File: src/rtl/bist_lfsr_misr_ctrl.sv
// -----------------------------------------------------------------------------
// bist_lfsr_misr_ctrl
//
// Self-contained BIST engine for a combinational circuit under test (CUT).
// Two Galois LFSRs generate operands A and B, and a wrapping counter sweeps the
// opcode select. Each CUT response is folded into a MISR. When the run ends,
// the signature is compared against GOLDEN_SIG.
//
// Optional feature macro: BIST_FAIL_CAPTURE_EN
//   When defined, the engine also compares every response against exp_resp.
//   It counts mismatches, records the index of the first one, and qualifies
//   pass with "no mismatch seen".
//
// Ports:
//   clk            in   clock
//   reset          in   asynchronous, active-high reset
//   start          in   begin a run (sampled in IDLE or DONE only)
//   abort          in   terminate a run (honoured in RUN only, wins over start)
//   pat_a/pat_b    out  DATA_W operands to CUT
//   pat_sel        out  SEL_W opcode select to CUT (wraps)
//   resp           in   RESP_W CUT response, combinational from pat_*
//   busy           out  high in RUN
//   done           out  high in DONE
//   pass           out  valid with done: signature matched (and no capture fail)
//   signature      out  RESP_W current MISR contents
//   pat_idx        out  CNT_W index of the pattern currently applied
//   exp_resp       in   RESP_W expected response     (BIST_FAIL_CAPTURE_EN)
//   fail_cnt       out  CNT_W saturating mismatch count (BIST_FAIL_CAPTURE_EN)
//   first_fail_idx out  CNT_W pat_idx of first mismatch (BIST_FAIL_CAPTURE_EN)
//   fail_seen      out  at least one mismatch this run (BIST_FAIL_CAPTURE_EN)
// -----------------------------------------------------------------------------
module bist_lfsr_misr_ctrl #(
    parameter int                  DATA_W     = 8,
    parameter int                  SEL_W      = 4,
    parameter int                  RESP_W     = 9,
    parameter int                  NUM_PAT    = 256,
    parameter int                  CNT_W      = 16,
    parameter logic [DATA_W-1:0]   POLY_A     = 8'hB8,
    parameter logic [DATA_W-1:0]   POLY_B     = 8'hB8,
    parameter logic [DATA_W-1:0]   SEED_A     = 8'h01,
    parameter logic [DATA_W-1:0]   SEED_B     = 8'h5A,
    parameter logic [RESP_W-1:0]   MISR_POLY  = 9'h110,
    parameter logic [RESP_W-1:0]   GOLDEN_SIG = 9'h000
) (
    input  logic              clk,
    input  logic              reset,
    input  logic              start,
    input  logic              abort,
    output logic [DATA_W-1:0] pat_a,
    output logic [DATA_W-1:0] pat_b,
    output logic [SEL_W-1:0]  pat_sel,
    input  logic [RESP_W-1:0] resp,
`ifdef BIST_FAIL_CAPTURE_EN
    input  logic [RESP_W-1:0] exp_resp,
    output logic [CNT_W-1:0]  fail_cnt,
    output logic [CNT_W-1:0]  first_fail_idx,
    output logic              fail_seen,
`endif
    output logic              busy,
    output logic              done,
    output logic              pass,
    output logic [RESP_W-1:0] signature,
    output logic [CNT_W-1:0]  pat_idx
);

    // An all-zero seed would lock a Galois LFSR at zero forever, so it is
    // replaced by 1.
    localparam logic [DATA_W-1:0] SEED_A_EFF = (SEED_A == '0) ? DATA_W'(1) : SEED_A;
    localparam logic [DATA_W-1:0] SEED_B_EFF = (SEED_B == '0) ? DATA_W'(1) : SEED_B;
    localparam logic [CNT_W-1:0]  LAST_IDX   = CNT_W'(NUM_PAT - 1);

    typedef enum logic [1:0] {
        ST_IDLE,
        ST_RUN,
        ST_DONE
    } state_t;

    state_t state_q, state_d;

    // Control decoded from the state machine.
    logic load;        // reload seeds and clear the signature (run start)
    logic step;        // absorb resp and advance the pattern generators
    logic enter_done;  // final absorb edge: latch the pass verdict

    function automatic logic [DATA_W-1:0] lfsr_step(input logic [DATA_W-1:0] s,
                                                    input logic [DATA_W-1:0] poly);
        return (s >> 1) ^ (s[0] ? poly : '0);
    endfunction

    // ---------------------------------------------------------------------
    // FSM
    // ---------------------------------------------------------------------
    // NOTE: sequential state uses non-blocking assignments so that every
    // register samples pre-edge values regardless of statement order.
    always_ff @(posedge clk or posedge reset) begin
        if (reset) state_q <= ST_IDLE;
        else       state_q <= state_d;
    end

    // NOTE: every output of this block is given a default first, so no path
    // leaves a variable unassigned and no latch is inferred.
    always_comb begin
        state_d    = state_q;
        load       = 1'b0;
        step       = 1'b0;
        enter_done = 1'b0;
        unique case (state_q)
            ST_IDLE, ST_DONE: begin
                if (start) begin
                    load    = 1'b1;
                    state_d = ST_RUN;
                end
            end
            ST_RUN: begin
                // Abort wins over everything else; start is ignored in RUN.
                if (abort) begin
                    state_d = ST_IDLE;
                end else begin
                    step = 1'b1;
                    if (pat_idx == LAST_IDX) begin
                        enter_done = 1'b1;
                        state_d    = ST_DONE;
                    end
                end
            end
            default: state_d = ST_IDLE;
        endcase
    end

    assign busy = (state_q == ST_RUN);
    assign done = (state_q == ST_DONE);

    // ---------------------------------------------------------------------
    // Datapath
    // ---------------------------------------------------------------------
    logic [RESP_W-1:0] sig_next;
    assign sig_next = (signature >> 1) ^ (signature[0] ? MISR_POLY : '0) ^ resp;

    // The last absorb edge freezes the pattern outputs so that pat_idx reports
    // the final pattern while the engine is in DONE.
    logic advance;
    assign advance = step && !enter_done;

    always_ff @(posedge clk or posedge reset) begin
        if (reset) begin
            pat_a     <= SEED_A_EFF;
            pat_b     <= SEED_B_EFF;
            pat_sel   <= '0;
            pat_idx   <= '0;
            signature <= '0;
        end else if (load) begin
            pat_a     <= SEED_A_EFF;
            pat_b     <= SEED_B_EFF;
            pat_sel   <= '0;
            pat_idx   <= '0;
            signature <= '0;
        end else begin
            if (step) signature <= sig_next;
            if (advance) begin
                pat_a   <= lfsr_step(pat_a, POLY_A);
                pat_b   <= lfsr_step(pat_b, POLY_B);
                pat_sel <= pat_sel + SEL_W'(1);
                pat_idx <= pat_idx + CNT_W'(1);
            end
        end
    end

`ifdef BIST_FAIL_CAPTURE_EN
    logic mismatch;
    assign mismatch = step && (resp != exp_resp);

    always_ff @(posedge clk or posedge reset) begin
        if (reset) begin
            fail_cnt       <= '0;
            first_fail_idx <= '0;
            fail_seen      <= 1'b0;
        end else if (load) begin
            fail_cnt       <= '0;
            first_fail_idx <= '0;
            fail_seen      <= 1'b0;
        end else if (mismatch) begin
            if (fail_cnt != '1) fail_cnt <= fail_cnt + CNT_W'(1);
            if (!fail_seen) begin
                first_fail_idx <= pat_idx;
                fail_seen      <= 1'b1;
            end
        end
    end

    // The verdict includes a mismatch seen on the final absorb edge itself.
    logic pass_d;
    assign pass_d = (sig_next == GOLDEN_SIG) && !(fail_seen || mismatch);
`else
    logic pass_d;
    assign pass_d = (sig_next == GOLDEN_SIG);
`endif

    // pass is cleared on each run start. It stays 0 through RUN and any abort.
    always_ff @(posedge clk or posedge reset) begin
        if (reset)           pass <= 1'b0;
        else if (load)       pass <= 1'b0;
        else if (enter_done) pass <= pass_d;
    end

endmodule

File: config.mk
export PLATFORM = sky130hd
export DESIGN_NAME = bist_lfsr_misr_ctrl
export DESIGN_NICKNAME = d
export VERILOG_FILES = /design/src/rtl/bist_lfsr_misr_ctrl.sv
export SDC_FILE = /design/constraint.sdc
export NUM_CORES = 1
export LEC_CHECK = 0
export CAP_MARGIN = 20
export CORE_MARGIN = 2
export CORE_UTILIZATION = 33
export DETAILED_ROUTE_END_ITERATION = 12
export DONT_BUFFER_PORTS = 1
export REMOVE_ABC_BUFFERS = 1
export SLEW_MARGIN = 20
export SYNTH_ARGS = -nofsm -noshare
export SYNTH_HDL_FRONTEND = slang
export SYNTH_SLANG_ARGS = --single-unit
export TNS_END_PERCENT = 1
File: constraint.sdc
create_clock -name clk -period 6.02 [get_ports clk]
set_input_delay 1.204 -clock clk [delete_from_list [all_inputs] [get_ports clk]]
set_output_delay 1.204 -clock clk [all_outputs]
set_load 0.005 [all_outputs]
==> results of run 1 <==
[kinds of logic after synthesis]
logic type,synth area share
AO/OA/AOI/OAI,0.169
AND/OR/NAND/NOR,0.212
XOR/XNOR,0.0582
adder cells (fa/ha/maj),0.0104
flip-flops,0.502
buffers and inverters,0.0359
multiplexers,0.0130
[synth_stat cells, types with 5 or more instances]
library cell	instances	area (µm²)
nand2_1	23	86.3
buf_1	5	18.8
o21ai_0	24	120
dfstp_2	5	131
nand3_1	27	135
o211ai_1	5	37.5
dfrtp_1	43	1080
xnor2_1	16	140
or4_1	10	75.1
nand2b_1	5	31.3
clkbuf_1	9	33.8
a211oi_1	6	45.0
a21oi_1	13	65.1
inv_1	5	18.8
[metal layers]
metal	GRT usage	part of all wire	vias up
li1	-	-	900
met1	0.195	0.46	915
met2	0.238	0.46	57
met3	0.0480	0.076	2
met4	0.0326	0.0044	0
met5	0	0	-
[registers in the layout (all words and copies together), names as in the netlist]
register	cells
pass	1
pat_idx	16
pat_sel	4
pat_b	8
signature	9
state_q	2
pat_a	8
[power by group through the flow]
stage | clock (W) | sequential [W] | combinational [W]
after global placement | 0 | 0.000471 | 0.000143
after global routing | 0.000219 | 0.000475 | 0.000168
after floorplan | 0 | 0.000448 | 0.000117
after detailed placement | 0 | 0.000471 | 0.000147
after CTS | 0.000206 | 0.000465 | 0.000148
final | 0.000195 | 0.000463 | 0.000145
[per-stage QoR]
step	instances	worst slack [ns]	utilization
finish	340	2.86	0.361
global route	340	2.76	0.361
CTS	340	2.87	0.361
detailed placement	332	2.55	0.348
global placement	332	2.62	0.348
floorplan	230	2.82	-
[placed cells by master (no fill, tap or decap), drive strengths merged, types with 2 or more instances in the layout]
cell	n
dfrtp	43
nand3	27
o21ai	25
nand2	23
xnor2	16
a21oi	13
or4	10
clkbuf	8
a211oi	6
nand2b	5
o211ai	5
dfstp	5
nand4	4
o31ai	4
inv	4
nor3	4
nor4	4
nor2	4
o311ai	3
o41ai	3
buf	3
and3	2
a31o	2
mux2i	2
and4	2
nor2b	2
ha	2
[path summary, 6_finish.rpt]
kind | from | to | slack, ns | depth (start not counted)
setup / recovery | abort | pat_idx[15] | 2.86 | 4
max in group asynchronous | reset | signature[3] | 4.58 | 1
hold / removal | pat_sel[3] | pat_sel[3] | 0.53 | 1
hold reg to reg | pat_sel[3] | pat_sel[3] | 0.53 | 1
setup reg to reg | state_q[1] | pat_idx[15] | 3.32 | 4
min in group asynchronous | reset | pat_b[5] | 0.94 | 1
[layout make-up]
class                           count  area [µm²]  share of cell area
Tap cell                           99         124              0.0480
Timing Repair Buffer                3        22.5             0.00873
Inverter                            5        20.0             0.00776
Sequential cell                    48        1210               0.468
Clock buffer                        8        90.1              0.0349
Multi-Input combinational cell    177        1110               0.432
==> results.toml, run 1 <==
[power]
p_leak_nw = 1.02
switching_share = 0.321
switching_power_w = 0.000258
power_density_mw_per_mm2 = 311
p_seq_frac = 0.577
finalPower_w = 0.000803
p_comb_frac = 0.180
ir_drop_mv = 0.151
pwr-share-clk = 0.243
p_int_w = 0.000545

[cells_and_area]
n_antenna_cell = 0
design_area_mm2 = 0.00258
areaGrowthSynthToFinish_pct = 7.18
num-nets-final = 255
drive_gt1_frac = 0.0913
fillers = 785

[clocking]
cts_tree = "yes"
cts_max_path_buffers = 2
cts_made_buffers = 5
clk_pin_slew_ns = 0.09
clk_latency_ns = 0.29
cts-resized-gates = 0
clkSinkCount = 48
cts-htree-levels = 2
cts_root_buf = "clkbuf_8"
post_cts_buffers = 0
holdBufCountCts = 0

[critical_path]
critical_path_class = "in -> reg"
start_kind = "primary input"
critPathMaxFanout = 29
cp.required_ns = 6.24
cp_top_family = "simple AND/OR/NAND/NOR gates"
endpoint_kind = "flip-flop"
slowest_delay_ns = 0.78
crit_arrival_ns = 3.38
crit_chain = "or3b_1 > or4_1 > or4_1 > a21oi_1"
crit_buf_inv = 0
crit_top_cell = "or4_1"
worst_path_max_delay_cell = "or4_1"

[floorplan]
core-area_mm2 = 0.00714
die_w_um = 89.4
pin_count = 61
die_area_mm2 = 0.00799
initial_core_util = 0.337
die_h_um = 89.4
fp-row-count = 31

[routing]
drt-wirelength-per-cell_um = 16.8
drc = 0
final_antenna_net_count = 0
first_iter_violations = 150
dr.pass1.iters = 4
vias_per_cell = 5.51
wirelength_mm = 5.71
dr_total_vias = 1874

[yosys]
synthesis.area_mm2 = 0.00241
yosysWarningCount = 0
synth_cell_type_count = 40
synth-seq-cells = 48
synthCells = 247
synth_flop_cell = "dfrtp_1"
syn_area_per_cell_um2 = 9.74
yosysSeqAreaShare = 0.502
async_flop_share = 1.00
synth-edff-count = 0

[timing]
tns_ns = 0
min_period_over_period = 0.524
tightest_slew_ns = 0.909
fmaxAchievable_mhz = 317
hold_violations = 0
report.final.slew_viol_count = 0
fin_crit_ns = 3.16
clock_skew_ns = 0.00480
relSlewSlack = 0.394
setup_viol = 0
holdWs_ns = 0.535
grt_setup_unrepaired = "false"

[run_status]
status = "completed"

[placed_design]
port-buffer-count = 0
dpl_cell_area_mm2 = 0.00248
detailed_place_hpwl_mm = 3.74
gp_congestion = 0.769

[global_routing]
antenna_found_initial = 0
grt_pass1_wl_mm = 9.09
grt-ovfl-total = 0
grt_pass1_vias = 1819
grt_max_degree = 49
grtUsageTotal = 0.148

[run]
drv_cap = 0

[min_path]
min_path_type = "reg -> reg"
No activity file was read; power rests on OpenSTA's default activity.
==> run 2, diff against run 1 <==
- clock period: 6.02 -> 2.93 ns (I/O delays scaled with it)
==> results.toml, run 2 (synthesized netlist as in run 1, its figures left out) <==
[run_status]
status = "completed"

[floorplan]
initial_core_util = 0.337
die_h_um = 89.4
pin_count = 61
die_area_mm2 = 0.00799
core-area_mm2 = 0.00714
die_w_um = 89.4
fp-row-count = 31

[power]
power_density_mw_per_mm2 = 635
pwr-share-clk = 0.248
p_int_w = 0.00112
switching_power_w = 0.000541
p_leak_nw = 1.05
p_seq_frac = 0.572
p_comb_frac = 0.180
ir_drop_mv = 0.322
switching_share = 0.326

[global_routing]
grt-ovfl-total = 0
grt_pass1_vias = 1853
grt_pass1_wl_mm = 9.46
grtUsageTotal = 0.152
grt_max_degree = 49
antenna_found_initial = 0

[routing]
first_iter_violations = 102
vias_per_cell = 5.50
drt-wirelength-per-cell_um = 16.8
dr.pass1.iters = 4
wirelength_mm = 5.81
drc = 0
met2_length_mm = 2.62
dr_total_vias = 1898
drt-met1-wl_mm = 2.68
final_antenna_net_count = 0
route.met3.wl_um = 461
dr.max_layer_used = "met4"

[run]
drv_cap = 0

[clocking]
cts_max_path_buffers = 2
clk_latency_ns = 0.30
clkSinkCount = 48
cts_tree = "yes"
post_cts_buffers = 0
holdBufCountCts = 0
cts-resized-gates = 0
cts_made_buffers = 5
cts-htree-levels = 2
clk_pin_slew_ns = 0.09
cts_root_buf = "clkbuf_8"

[placed_design]
detailed_place_hpwl_mm = 3.88
dpl_cell_area_mm2 = 0.00252
gp_congestion = 0.793
place_ws_ns = 0.519
port-buffer-count = 0

[min_path]
min_path_type = "in -> async"

[timing]
relSlewSlack = 0.346
clock_skew_ns = 0.0122
min_period_over_period = 0.821
hold_violations = 0
setup_slack_ns = 0.524
fin_crit_ns = 2.41
tns_ns = 0
tightest_slew_ns = 0.977
report.final.slew_viol_count = 0
fmaxAchievable_mhz = 416
grt_setup_unrepaired = "false"
setup_viol = 0

[cells_and_area]
top_regs = "pat_idx x16, signature x9"
final_common_cell = "dfrtp_1"
layout_common_cells = "43 x dfrtp_1, 27 x nand3_1, 24 x o21ai_0"
design_area_mm2 = 0.00262
regMostFlops = "pat_idx"
fillers = 739
drive_gt1_frac = 0.114
largest_register_ff_count = 16
areaGrowthSynthToFinish_pct = 8.68
fin_util = 0.366
num-nets-final = 260
n_antenna_cell = 0

[critical_path]
slowest_delay_ns = 0.68
worst_path_max_delay_cell = "or4_1"
r2r-start = "pat_idx[10]"
startpoint = "pat_idx[10]"
endpoint_kind = "flip-flop"
crit_buf_inv = 0
start_kind = "flip-flop"
cp_top_family = "simple AND/OR/NAND/NOR gates"
crit_chain = "or4_1 > nor4_4 > nor2_1 > a211oi_1"
critical_path_class = "reg -> reg"
cp.required_ns = 3.14
critPathMaxFanout = 16
crit_arrival_ns = 2.62
-- run 2: cell count changes in the layout (fill, tap and decap cells not counted), sizes merged --
cell | before | now
clkinv | 1 | 2
buf | 3 | 8
clkbuf | 8 | 6
inv | 4 | 5
-- run 2: layout make-up --
type	count	area [µm²]	area share
well taps	99	124	0.0474
inverters	5	18.8	0.00718
repair buffers	8	60.1	0.0230
flip-flops and latches	48	1210	0.462
clock inverters	2	10.0	0.00383
multi-input cells	177	1110	0.425
clock buffers	6	82.6	0.0316
-- run 2: metrics by stage --
stage | instances | power (W) | hold slack, ns
after floorplan | 230 | 0.00116 | 0.472
after global placement | 337 | 0.00127 | 0.534
after detailed placement | 337 | 0.00127 | 0.538
after CTS | 345 | 0.00169 | 0.350
after global routing | 345 | 0.00178 | 0.373
final | 345 | 0.00166 | 0.319
-- run 2: power by group through the flow --
stage	combinational (W)	clock (W)	sequential, W
final	0.000298	0.000411	0.000950
after global routing	0.000355	0.000457	0.000972
after CTS	0.000304	0.000434	0.000955
after detailed placement	0.000303	0	0.000967
after global placement	0.000298	0	0.000968
after floorplan	0.000240	0	0.000921
-- run 2: metal layers --
| layer | up-vias | GRT usage |
|---|---|---|
| li1 | 908 | - |
| met1 | 929 | 0.199 |
| met2 | 57 | 0.241 |
| met3 | 4 | 0.0499 |
| met4 | 0 | 0.0421 |
| met5 | - | 0 |
-- run 2: final timing paths --
kind | end | slack, ns | cells after the start
max | pat_a[5] | 0.52 | 4
min | pat_a[6] | 0.32 | 2
max reg2reg | pat_a[5] | 0.52 | 4
min reg2reg | pat_sel[3] | 0.54 | 1
max in group asynchronous | signature[6] | 2.19 | 2
min in group clk | state_q[1] | 0.38 | 1
==> run 3, diff against run 2 <==
- clock period: 2.93 -> 2.2 ns (I/O delays scaled with it)
==> results.toml, run 3 (synthesized netlist as in run 1, its figures left out) <==
[cells_and_area]
fin_util = 0.393
top_regs = "pat_idx x16, signature x9"
layout_common_cells = "43 x dfrtp_1, 27 x nand3_1, 24 x buf_4"
drive_gt1_frac = 0.189
num-nets-final = 279
design_area_mm2 = 0.00281
fillers = 742
n_antenna_cell = 0
regMostFlops = "pat_idx"
final_common_cell = "dfrtp_1"
largest_register_ff_count = 16
areaGrowthSynthToFinish_pct = 16.6

[critical_path]
crit_arrival_ns = 2.30
crit_top_cell = "or4_1"
cp_top_family = "simple AND/OR/NAND/NOR gates"
start_kind = "flip-flop"
critPathMaxFanout = 21
endpoint_kind = "flip-flop"
crit_chain = "or4_1 > or4_1 > buf_6 > a211oi_2 > a21oi_1"
worst_path_max_delay_cell = "or4_1"
cp.required_ns = 2.41
crit_buf_inv = 1
critical_path_class = "reg -> reg"
slowest_delay_ns = 0.57

[global_routing]
grt-ovfl-total = 0
grt_pass1_vias = 1924
antenna_found_initial = 0
grt_pass1_wl_mm = 9.62
grt_max_degree = 29
grtUsageTotal = 0.157

[timing]
fin_crit_ns = 2.09
setup_slack_ns = 0.105
clock_skew_ns = 0.0114
hold_violations = 0
fmaxAchievable_mhz = 477
relSlewSlack = 0.590
report.final.slew_viol_count = 0
min_period_over_period = 0.952
grt_setup_unrepaired = "false"
tightest_slew_ns = 0.614
setup_viol = 0
tns_ns = 0

[floorplan]
pin_count = 61
initial_core_util = 0.337
die_h_um = 89.4
die_w_um = 89.4
core-area_mm2 = 0.00714
die_area_mm2 = 0.00799
fp-row-count = 31

[placed_design]
place_ws_ns = -0.100
detailed_place_hpwl_mm = 4.18
dpl_cell_area_mm2 = 0.00269
port-buffer-count = 0
gp_congestion = 0.786

[clocking]
cts-htree-levels = 2
cts_tree = "yes"
clkSinkCount = 48
post_cts_buffers = 0
clk_pin_slew_ns = 0.09
cts_max_path_buffers = 2
cts_root_buf = "clkbuf_8"
clk_latency_ns = 0.31
cts_made_buffers = 5

[power]
switching_share = 0.323
p_seq_frac = 0.551
finalPower_w = 0.00227
p_leak_nw = 1.16
p_int_w = 0.00154
switching_power_w = 0.000735
power_density_mw_per_mm2 = 811
p_comb_frac = 0.195
pwr-share-clk = 0.253
ir_drop_mv = 0.363

[run_status]
status = "completed"

[routing]
met2_length_mm = 2.86
wirelength_mm = 6.06
dr.pass1.iters = 4
dr.max_layer_used = "met4"
first_iter_violations = 71
vias_per_cell = 5.51
dr_total_vias = 1999
drt-met1-wl_mm = 2.70
final_antenna_net_count = 0
drc = 0
route.met3.wl_um = 423
drt-wirelength-per-cell_um = 16.7

[run]
drv_cap = 0

[min_path]
min_path_type = "in -> async"
-- run 3: repair_timing --
action,CTS,global route
hold buffers,0,0
pin swaps,0,0
gates resized for setup,1,5
setup endpoints to repair,10,5
-- run 3: cell type report --
type | count | area, µm² | share of cell area
Clock buffer | 7 | 96.3 | 0.0343
Multi-Input combinational cell | 177 | 1130 | 0.402
Tap cell | 99 | 124 | 0.0441
Sequential cell | 48 | 1210 | 0.430
Timing Repair Buffer | 27 | 231 | 0.0825
Inverter | 5 | 18.8 | 0.00669
-- run 3: worst reg2reg max path: stages, from the launching register on --
cell and delay (ns):
dfrtp_1 0.38, or4_1 0.57, or4_1 0.55, buf_6 0.19, a211oi_2 0.24, a21oi_1 0.06
-- run 3: final timing paths --
kind	slack (ns)	depth (start not counted)	end	start
min in group clk	0.23	1	state_q[1]	start
min reg2reg	0.52	1	pat_sel[3]	pat_sel[3]
min	0.07	1	pat_sel[2]	reset
max	0.11	5	pat_b[3]	pat_idx[15]
max reg2reg	0.11	5	pat_b[3]	pat_idx[15]
max in group asynchronous	1.52	2	pat_b[1]	reset
-- run 3: power groups by stage --
stage	Clock (W)	Combinational, W	Sequential (W)
4_1_cts	0.000601	0.000447	0.00126
6_report	0.000576	0.000445	0.00125
3_3_place_gp	0	0.000434	0.00128
5_1_grt	0.000638	0.000513	0.00129
3_5_place_dp	0	0.000447	0.00128
2_1_floorplan	0	0.000319	0.00123
-- run 3: through the flow --
stage,hold WS (ns),cells
5_1_grt,0.101,363
3_5_place_dp,0.428,356
2_1_floorplan,0.472,230
4_1_cts,0.0826,363
3_3_place_gp,0.420,356
6_report,0.0678,363
-- run 3: layer usage --
metal,vias up,global-route usage
met5,-,0
met4,0,0.0516
met3,7,0.0462
met2,61,0.257
met1,995,0.199
li1,936,-
